### config.mk
export PLATFORM = sky130hd
export DESIGN_NAME = wb_regfile
export DESIGN_NICKNAME = d
export VERILOG_FILES = /design/src/rtl/wb_regfile_pkg.sv /design/src/rtl/regfile_host_port.sv /design/src/rtl/wb_regfile.sv
export SDC_FILE = /design/constraint.sdc
export NUM_CORES = 1
export LEC_CHECK = 0
export BUFFER_PORTS_ARGS = -buffer_cell sky130_fd_sc_hd__buf_2
export CAP_MARGIN = 20
export CORE_MARGIN = 4
export CORE_UTILIZATION = 40
export DETAILED_ROUTE_END_ITERATION = 8
export SETUP_SLACK_MARGIN = 0.5
export SLEW_MARGIN = 20
export SYNTH_ARGS = -nofsm -noshare
export SYNTH_HDL_FRONTEND = slang
export SYNTH_SLANG_ARGS = --single-unit
export TNS_END_PERCENT = 30
### constraint.sdc
create_clock -name clk -period 3.31 [get_ports clk]
set_clock_uncertainty 0.05 [all_clocks]
set_input_delay 0.1655 -clock clk [delete_from_list [all_inputs] [get_ports clk]]
set_output_delay 0.1655 -clock clk [all_outputs]
set_load 0.01 [all_outputs]
### src/rtl/wb_regfile_pkg.sv
// rtl/wb_regfile_pkg.sv - shared constants and host FSM state type for wb_regfile
package wb_regfile_pkg;

    localparam int DATA_W_DEF = 64;
    localparam int ADDR_W_DEF = 3;
    localparam int CNT_W_DEF  = 32;

    // Register-index width of the core; the default host/pipeline address width.
    localparam int REG_IDX_W = ADDR_W_DEF;

    typedef enum logic [1:0] {
        HOST_IDLE = 2'd0,
        HOST_EXEC = 2'd1,
        HOST_DONE = 2'd2
    } host_state_t;

endpackage

### src/rtl/regfile_host_port.sv
// rtl/regfile_host_port.sv - host request/acknowledge port: FSM, capture regs, ack and read data
module regfile_host_port
    import wb_regfile_pkg::*;
#(
    parameter int DATA_W = DATA_W_DEF,
    parameter int ADDR_W = REG_IDX_W
) (
    input  logic              clk,
    input  logic              rst,
    input  logic              host_req,
    input  logic              host_we,
    input  logic [ADDR_W-1:0] host_addr,
    input  logic [DATA_W-1:0] host_wdata,
    input  logic              wreg_en_wb,
    input  logic [DATA_W-1:0] rd_val,
    output logic [ADDR_W-1:0] cap_addr,
    output logic              hw_en,
    output logic [DATA_W-1:0] hw_data,
    output logic              host_ack,
    output logic [DATA_W-1:0] host_rdata
);

    host_state_t       state_q;
    host_state_t       state_d;
    logic              cap_we_q;
    logic [ADDR_W-1:0] cap_addr_q;
    logic [DATA_W-1:0] cap_wdata_q;
    logic              cap_en;
    logic              ack_set;
    logic              ack_clr;
    logic              rdata_en;

    assign cap_addr = cap_addr_q;
    assign hw_data  = cap_wdata_q;

    always_ff @(posedge clk) begin
        if (rst) begin
            state_q <= HOST_IDLE;
        end else begin
            state_q <= state_d;
        end
    end

    // Host writes yield to any pipeline writeback, regardless of address.
    always_comb begin
        state_d  = state_q;
        cap_en   = 1'b0;
        ack_set  = 1'b0;
        ack_clr  = 1'b0;
        rdata_en = 1'b0;
        hw_en    = 1'b0;
        case (state_q)
            HOST_IDLE: begin
                if (host_req) begin
                    cap_en  = 1'b1;
                    state_d = HOST_EXEC;
                end
            end
            HOST_EXEC: begin
                if (!cap_we_q) begin
                    rdata_en = 1'b1;
                    ack_set  = 1'b1;
                    state_d  = HOST_DONE;
                end else if (!wreg_en_wb) begin
                    hw_en   = 1'b1;
                    ack_set = 1'b1;
                    state_d = HOST_DONE;
                end
            end
            HOST_DONE: begin
                if (!host_req) begin
                    ack_clr = 1'b1;
                    state_d = HOST_IDLE;
                end
            end
            default: begin
                state_d = HOST_IDLE;
            end
        endcase
    end

    always_ff @(posedge clk) begin
        if (rst) begin
            cap_we_q    <= 1'b0;
            cap_addr_q  <= '0;
            cap_wdata_q <= '0;
            host_ack    <= 1'b0;
            host_rdata  <= '0;
        end else begin
            if (cap_en) begin
                cap_we_q    <= host_we;
                cap_addr_q  <= host_addr;
                cap_wdata_q <= host_wdata;
            end
            if (ack_set) begin
                host_ack <= 1'b1;
            end else if (ack_clr) begin
                host_ack <= 1'b0;
            end
            if (rdata_en) begin
                host_rdata <= rd_val;
            end
        end
    end

endmodule

### src/rtl/wb_regfile.sv
// rtl/wb_regfile.sv - architectural register file with writeback bypass and host access port
module wb_regfile
    import wb_regfile_pkg::*;
#(
    parameter int DATA_W = DATA_W_DEF,
    parameter int ADDR_W = REG_IDX_W,
    parameter int CNT_W  = CNT_W_DEF
) (
    input  logic              clk,
    input  logic              rst,
    input  logic              wreg_en_wb,
    input  logic [ADDR_W-1:0] wreg_addr_wb,
    input  logic [DATA_W-1:0] wdata_wb,
    input  logic [ADDR_W-1:0] raddr1,
    input  logic [ADDR_W-1:0] raddr2,
    output logic [DATA_W-1:0] rdata1,
    output logic [DATA_W-1:0] rdata2,
    input  logic              host_req,
    input  logic              host_we,
    input  logic [ADDR_W-1:0] host_addr,
    input  logic [DATA_W-1:0] host_wdata,
    output logic              host_ack,
    output logic [DATA_W-1:0] host_rdata,
    output logic [CNT_W-1:0]  wb_count
);

    localparam int NREG = 2 ** ADDR_W;

    logic [DATA_W-1:0] regs [NREG];
    logic [ADDR_W-1:0] host_cap_addr;
    logic              host_wr_en;
    logic [DATA_W-1:0] host_wr_data;
    logic [DATA_W-1:0] host_rd_val;

    // Same-cycle write-through: a writeback in flight is visible on every read path.
    assign rdata1      = (wreg_en_wb && (wreg_addr_wb == raddr1)) ? wdata_wb : regs[raddr1];
    assign rdata2      = (wreg_en_wb && (wreg_addr_wb == raddr2)) ? wdata_wb : regs[raddr2];
    assign host_rd_val = (wreg_en_wb && (wreg_addr_wb == host_cap_addr)) ? wdata_wb
                                                                          : regs[host_cap_addr];

    always_ff @(posedge clk) begin
        if (rst) begin
            for (int i = 0; i < NREG; i++) begin
                regs[i] <= '0;
            end
            wb_count <= '0;
        end else begin
            if (wreg_en_wb) begin
                regs[wreg_addr_wb] <= wdata_wb;
                wb_count           <= wb_count + CNT_W'(1);
            end else if (host_wr_en) begin
                regs[host_cap_addr] <= host_wr_data;
            end
        end
    end

    regfile_host_port #(
        .DATA_W (DATA_W),
        .ADDR_W (ADDR_W)
    ) u_host_port (
        .clk        (clk),
        .rst        (rst),
        .host_req   (host_req),
        .host_we    (host_we),
        .host_addr  (host_addr),
        .host_wdata (host_wdata),
        .wreg_en_wb (wreg_en_wb),
        .rd_val     (host_rd_val),
        .cap_addr   (host_cap_addr),
        .hw_en      (host_wr_en),
        .hw_data    (host_wr_data),
        .host_ack   (host_ack),
        .host_rdata (host_rdata)
    );

endmodule

# Word-level counts from Yosys, hierarchy flattened
# Memories as Yosys holds them, arrays and structs flattened. A register that Yosys moved wholly into a read port is not among the register bits.
# Index checks and enable logic that the tools add are counted.
# word_totals
reg_bits,103
ram_bits,512
inputBits,145
out_inout_bits,225
word_cells,57
mem_count,1
# memory_table
name,words,width,read_ports,rd_clocked_by_memory_dff,wr,line,text
regs,8,64,3,1,8,wb_regfile.sv:29,logic [DATA_W-1:0] regs [NREG];
# op_classes
add_sub_neg,1
n_eq_ne,7
mux,35
reduce_logical,7
# op_table
operator,n
64-bit 2-to-1 mux,4
64-bit OR reduction,2
"32-bit by 1-bit adder with 32-bit output, second input constant",1
1-bit 2-to-1 mux,24
2-bit 2-to-1 mux,4
3-bit equality test,2
3-bit 2-to-1 mux,2
2-bit case mux with 3 select lines,1
"2-bit inequality test, second input constant",2
"3-bit inequality test, second input constant",1
3-bit AND reduction,1
"2-bit by 1-bit equality test with 1-bit output, second input constant",1
"2-bit equality test, second input constant",1
1-bit logical AND,2
2-bit zero test,1
2-bit nonzero test,1

# Longest topological paths before layout
# logic_depth
depth_word,9
ltp_mapped,9
mapped_depth_nobuf,5

# By module
# Synthesis repeated with hierarchy kept, for this count alone.
# unflattened
hier_cells,3078
area_unflattened_um2,39013.7
# modules_own_cells
module,instances,cells_per_inst,area_each_um2,seq_area_each_um2
wb_regfile,1,2488,32956.6,16015.4
regfile_host_port,1,590,6057.1,2702.6

# Worst setup path before layout
# Ideal clock, no wire load.
# synth_timing
path_kind,reg-to-reg
from,register u_host_port.state_q[1]
to,memory regs[1][0] (netlist name) (enable)
setup_time_ns,0.433
arrival_time_ns,3.049
required_ns,2.827
slack_ns,-0.221
stages_incl_launch_ff,9
n_path_buf,4
period_less_slack_ns,3.531
cell_sequence,dfxtp_1 -> buf_2 -> or3b_1 -> clkbuf_1 -> buf_2 -> nor3_1 -> a22oi_1 -> buf_2 -> nand2b_1
# synth_lines
item,line,text
from (decl),regfile_host_port.sv:23,host_state_t state_q;
from (signal assigned),regfile_host_port.sv:40,state_q <= state_d;
to (decl),wb_regfile.sv:29,

==> flow_metrics.py <==
metrics = {
    "logic_synthesis": {
        "synth_top_family_by_area": "multiplexers",
        "synth_compound_area_share_pct": 7.15,
        "ys_types": 49,
        "synthMuxAreaShare_pct": 26.0,
        "syn_avg_cell_area_um2": 11.8,
        "yosysWarnings": 0,
        "synth_area_um2": 38400,
        "ys_seq_elements": 679,
        "synth-simple-area-share_pct": 13.5,
        "synth_cells": 3251,
        "synth_top_area_share_pct": 40.1,
        "synth_top_area_cell": "edfxtp_1",
        "syn_nets": 3397,
        "synth_xor_area_share_pct": 0.434,
        "synth_fa_ha_area_share_pct": 0.0326,
        "yosysSeqAreaShare_pct": 48.8,
        "synth_edf_count": 512,
        "yosys-top-cells-area": "edfxtp_1 40%, mux4_2 23%, dfxtp_1 8.7%",
        "synth_top_flop_cell": "edfxtp_1",
        "ys_async_sr_fraction_pct": 0,
    },
    "floorplan": {
        "core-area_um2": 95200,
        "num_rows": 113,
        "die_x_um": 318,
        "ios": 370,
        "dieArea_um2": 101000,
        "dieHeight_um": 318,
        "start_util_pct": 40.3,
    },
    "clock_tree": {
        "cts_buffers": 79,
        "cts_max_level": 3,
        "cts_tree": "built",
        "cts_root_buffer": "clkbuf_16",
        "clock-sinks": 679,
        "path_clk_slew_ps": 60,
        "clk_latency_ps": 640,
        "ctsLongestPathBuffers": 3,
    },
    "routing": {
        "drt_pre_antenna_iters": 5,
        "viasPerCell": 6.19,
        "routed_wirelength_um": 141000,
        "first_iter_violations": 3526,
        "ant_nets": 0,
        "vias": 30200,
        "drc": 0,
        "wl_per_cell_um": 28.9,
    },
    "sta": {
        "rsz0062_at_grt": "true",
        "worst_pin_slew_ps": 1160,
        "period_needed_ps": 2780,
        "min_period_over_period_pct": 84.0,
        "slew_violations": 0,
        "relSlewSlack_pct": 22.9,
        "finalSetupViolCount": 0,
        "setup_tns_ps": 0,
        "fmax_mhz": 360,
        "final_hold_viol_count": 0,
    },
    "grt": {
        "grt_first_pass_wirelength_um": 204000,
        "antenna_found_initial": 4,
        "track_usage_pct": 27.1,
        "grt_pass1_vias": 29700,
        "overflow": 0,
        "grt_max_degree": 75,
    },
    "outcome": {
        "status": "completed",
    },
    "worst_setup_path": {
        "rr_worst_depth": 6,
        "crit_path_start": "u_host_port.state_q[1]",
        "cp-end-kind": "register",
        "cp_max_fo": 38,
        "worstReg2RegStart": "u_host_port.state_q[1]",
        "reg2reg_setup_slack_ps": 530,
        "crit_required_ps": 3600,
        "crit_type": "reg -> reg",
        "startpoint_type": "register",
        "worstReg2RegEnd": "regs[7][29]",
        "critPathArrivalTime_ps": 3070,
    },
    "layout": {
        "area_delta_synth_final_pct": 18.8,
        "final_util_pct": 47.9,
        "multiInputGateArea_um2": 18300,
        "final-seq-area_um2": 18700,
        "fillerInstances": 8452,
        "drive_above_1_share_pct": 27.6,
        "nets": 3696,
        "stdcell_count": 4881,
        "design_area_um2": 45600,
    },
    "worst_hold_path": {
        "hp-class": "in -> reg",
        "min_from": "wdata_wb[21]",
        "holdPathStages": 4,
        "hold-path-endpoint": "u_host_port.host_rdata[21]",
    },
    "power": {
        "powerDensity_nw_per_um2": 482,
        "vdd_drop_max_mv": 0.329,
        "leakagePower_nw": 16.7,
    },
    "job": {
        "maxCapViolCount": 0,
    },
    "place": {
        "numPortBuffers": 369,
        "placed_area_um2": 41800,
        "dp_hpwl_um": 82700,
        "dp_cells": 4608,
        "gp_congestion": 0.815,
    },
}
cell usage after synthesis (all sizes together), types with 70 or more instances:
master	n
nor2	659
edfxtp	512
mux4	384
nand2	276
clkbuf	240
a21oi	216
dfxtp	167
buf	135
mux2i	130
o21ai	77
nand4	75
nand3	70
per-layer routing:
layer	GRT usage, %	share of wire (%)
met1	37.7	39
met5	0	0
met4	9.05	3.2
met2	43.0	46
met3	5.43	11
what timing repair did:
action,in CTS,in global routing
gates resized for setup,0,2
setup endpoints to repair,0,93
hold endpoints to repair,123,0
buffers inserted,0,3
hold buffers,123,0
sequential cells by signal (all words and copies together) (netlist names):
register                flops
regs                      512
u_host_port.host_rdata     64
u_host_port.hw_data        64
wb_count                   32
u_host_port.cap_addr        3
u_host_port.state_q         2
u_host_port.cap_we_q        1
u_host_port.host_ack        1
logic make-up (layout without fill, tap and decap cells):
family | after synthesis | count (layout)
buffers and inverters | 385 | 749
xor gates and xnor gates | 19 | 19
adders and majority gates | 1 | 1
other | 0 | 1
muxes | 516 | 516
DFF | 679 | 679
AOI/OAI and AO/OA | 442 | 442
and+or+nand+nor | 1209 | 1209
worst max-delay path by stage:
stage | to | slack, ps | depth (start not counted)
global placement | regs[3][38] | 590 | 6
finish | regs[7][29] | 530 | 6
CTS | regs[3][21] | 550 | 6
floorplan | regs[0][0] | -210 | 8
detailed placement | regs[3][38] | 550 | 6
global route | regs[7][40] | 460 | 6
layout make-up:
type | instances | area share, %
tap | 1265 | 3.47
multi-input combinational | 2187 | 40.2
inverter | 10 | 0.0823
antenna | 1 | 0.00549
timing repair buffer | 593 | 9.66
clock buffer | 123 | 5.15
clock inverter | 23 | 0.390
sequential | 679 | 41.1
placed cells by master (no fill, tap or decap), types with 10 or more instances in the layout:
cell,n
o31ai_1,12
a21oi_1,216
or4_1,14
nand4_1,75
o21ai_1,70
buf_4,62
clkbuf_1,29
edfxtp_1,512
dlygate4sd3_1,123
nor2_1,656
mux4_2,384
clkbuf_8,12
buf_12,43
xnor2_1,13
a32o_1,64
dfxtp_1,164
nand2_1,275
o211ai_1,64
mux2i_1,130
clkbuf_16,84
nand3_1,70
and2_1,65
nand2b_4,10
buf_2,362
critical path: stages (launching register included):
cell	delay [ps]
dfxtp_1	530
nor3b_2	110
and4_1	290
o2bb2ai_4	200
buf_4	480
buf_4	670
nor2_1	110
metrics by stage:
step	power, mW	setup WS (ps)	hold WS, ps
2_1_floorplan	12.0	-207	251
3_3_place_gp	13.4	593	364
3_5_place_dp	13.4	549	363
4_1_cts	22.1	545	3.06
5_1_grt	22.7	458	57.3
6_report	22.0	528	27.1
power by group:
| group | leakage [nW] | internal (mW) | total, mW | switching [mW] |
|---|---|---|---|---|
| clock | 1.24 | 5.04 | 8.62 | 3.58 |
| sequential | 6.69 | 9.53 | 9.82 | 0.294 |
| combinational | 8.80 | 1.52 | 3.57 | 2.04 |
Note: power is estimated with default switching activity, not from simulation.
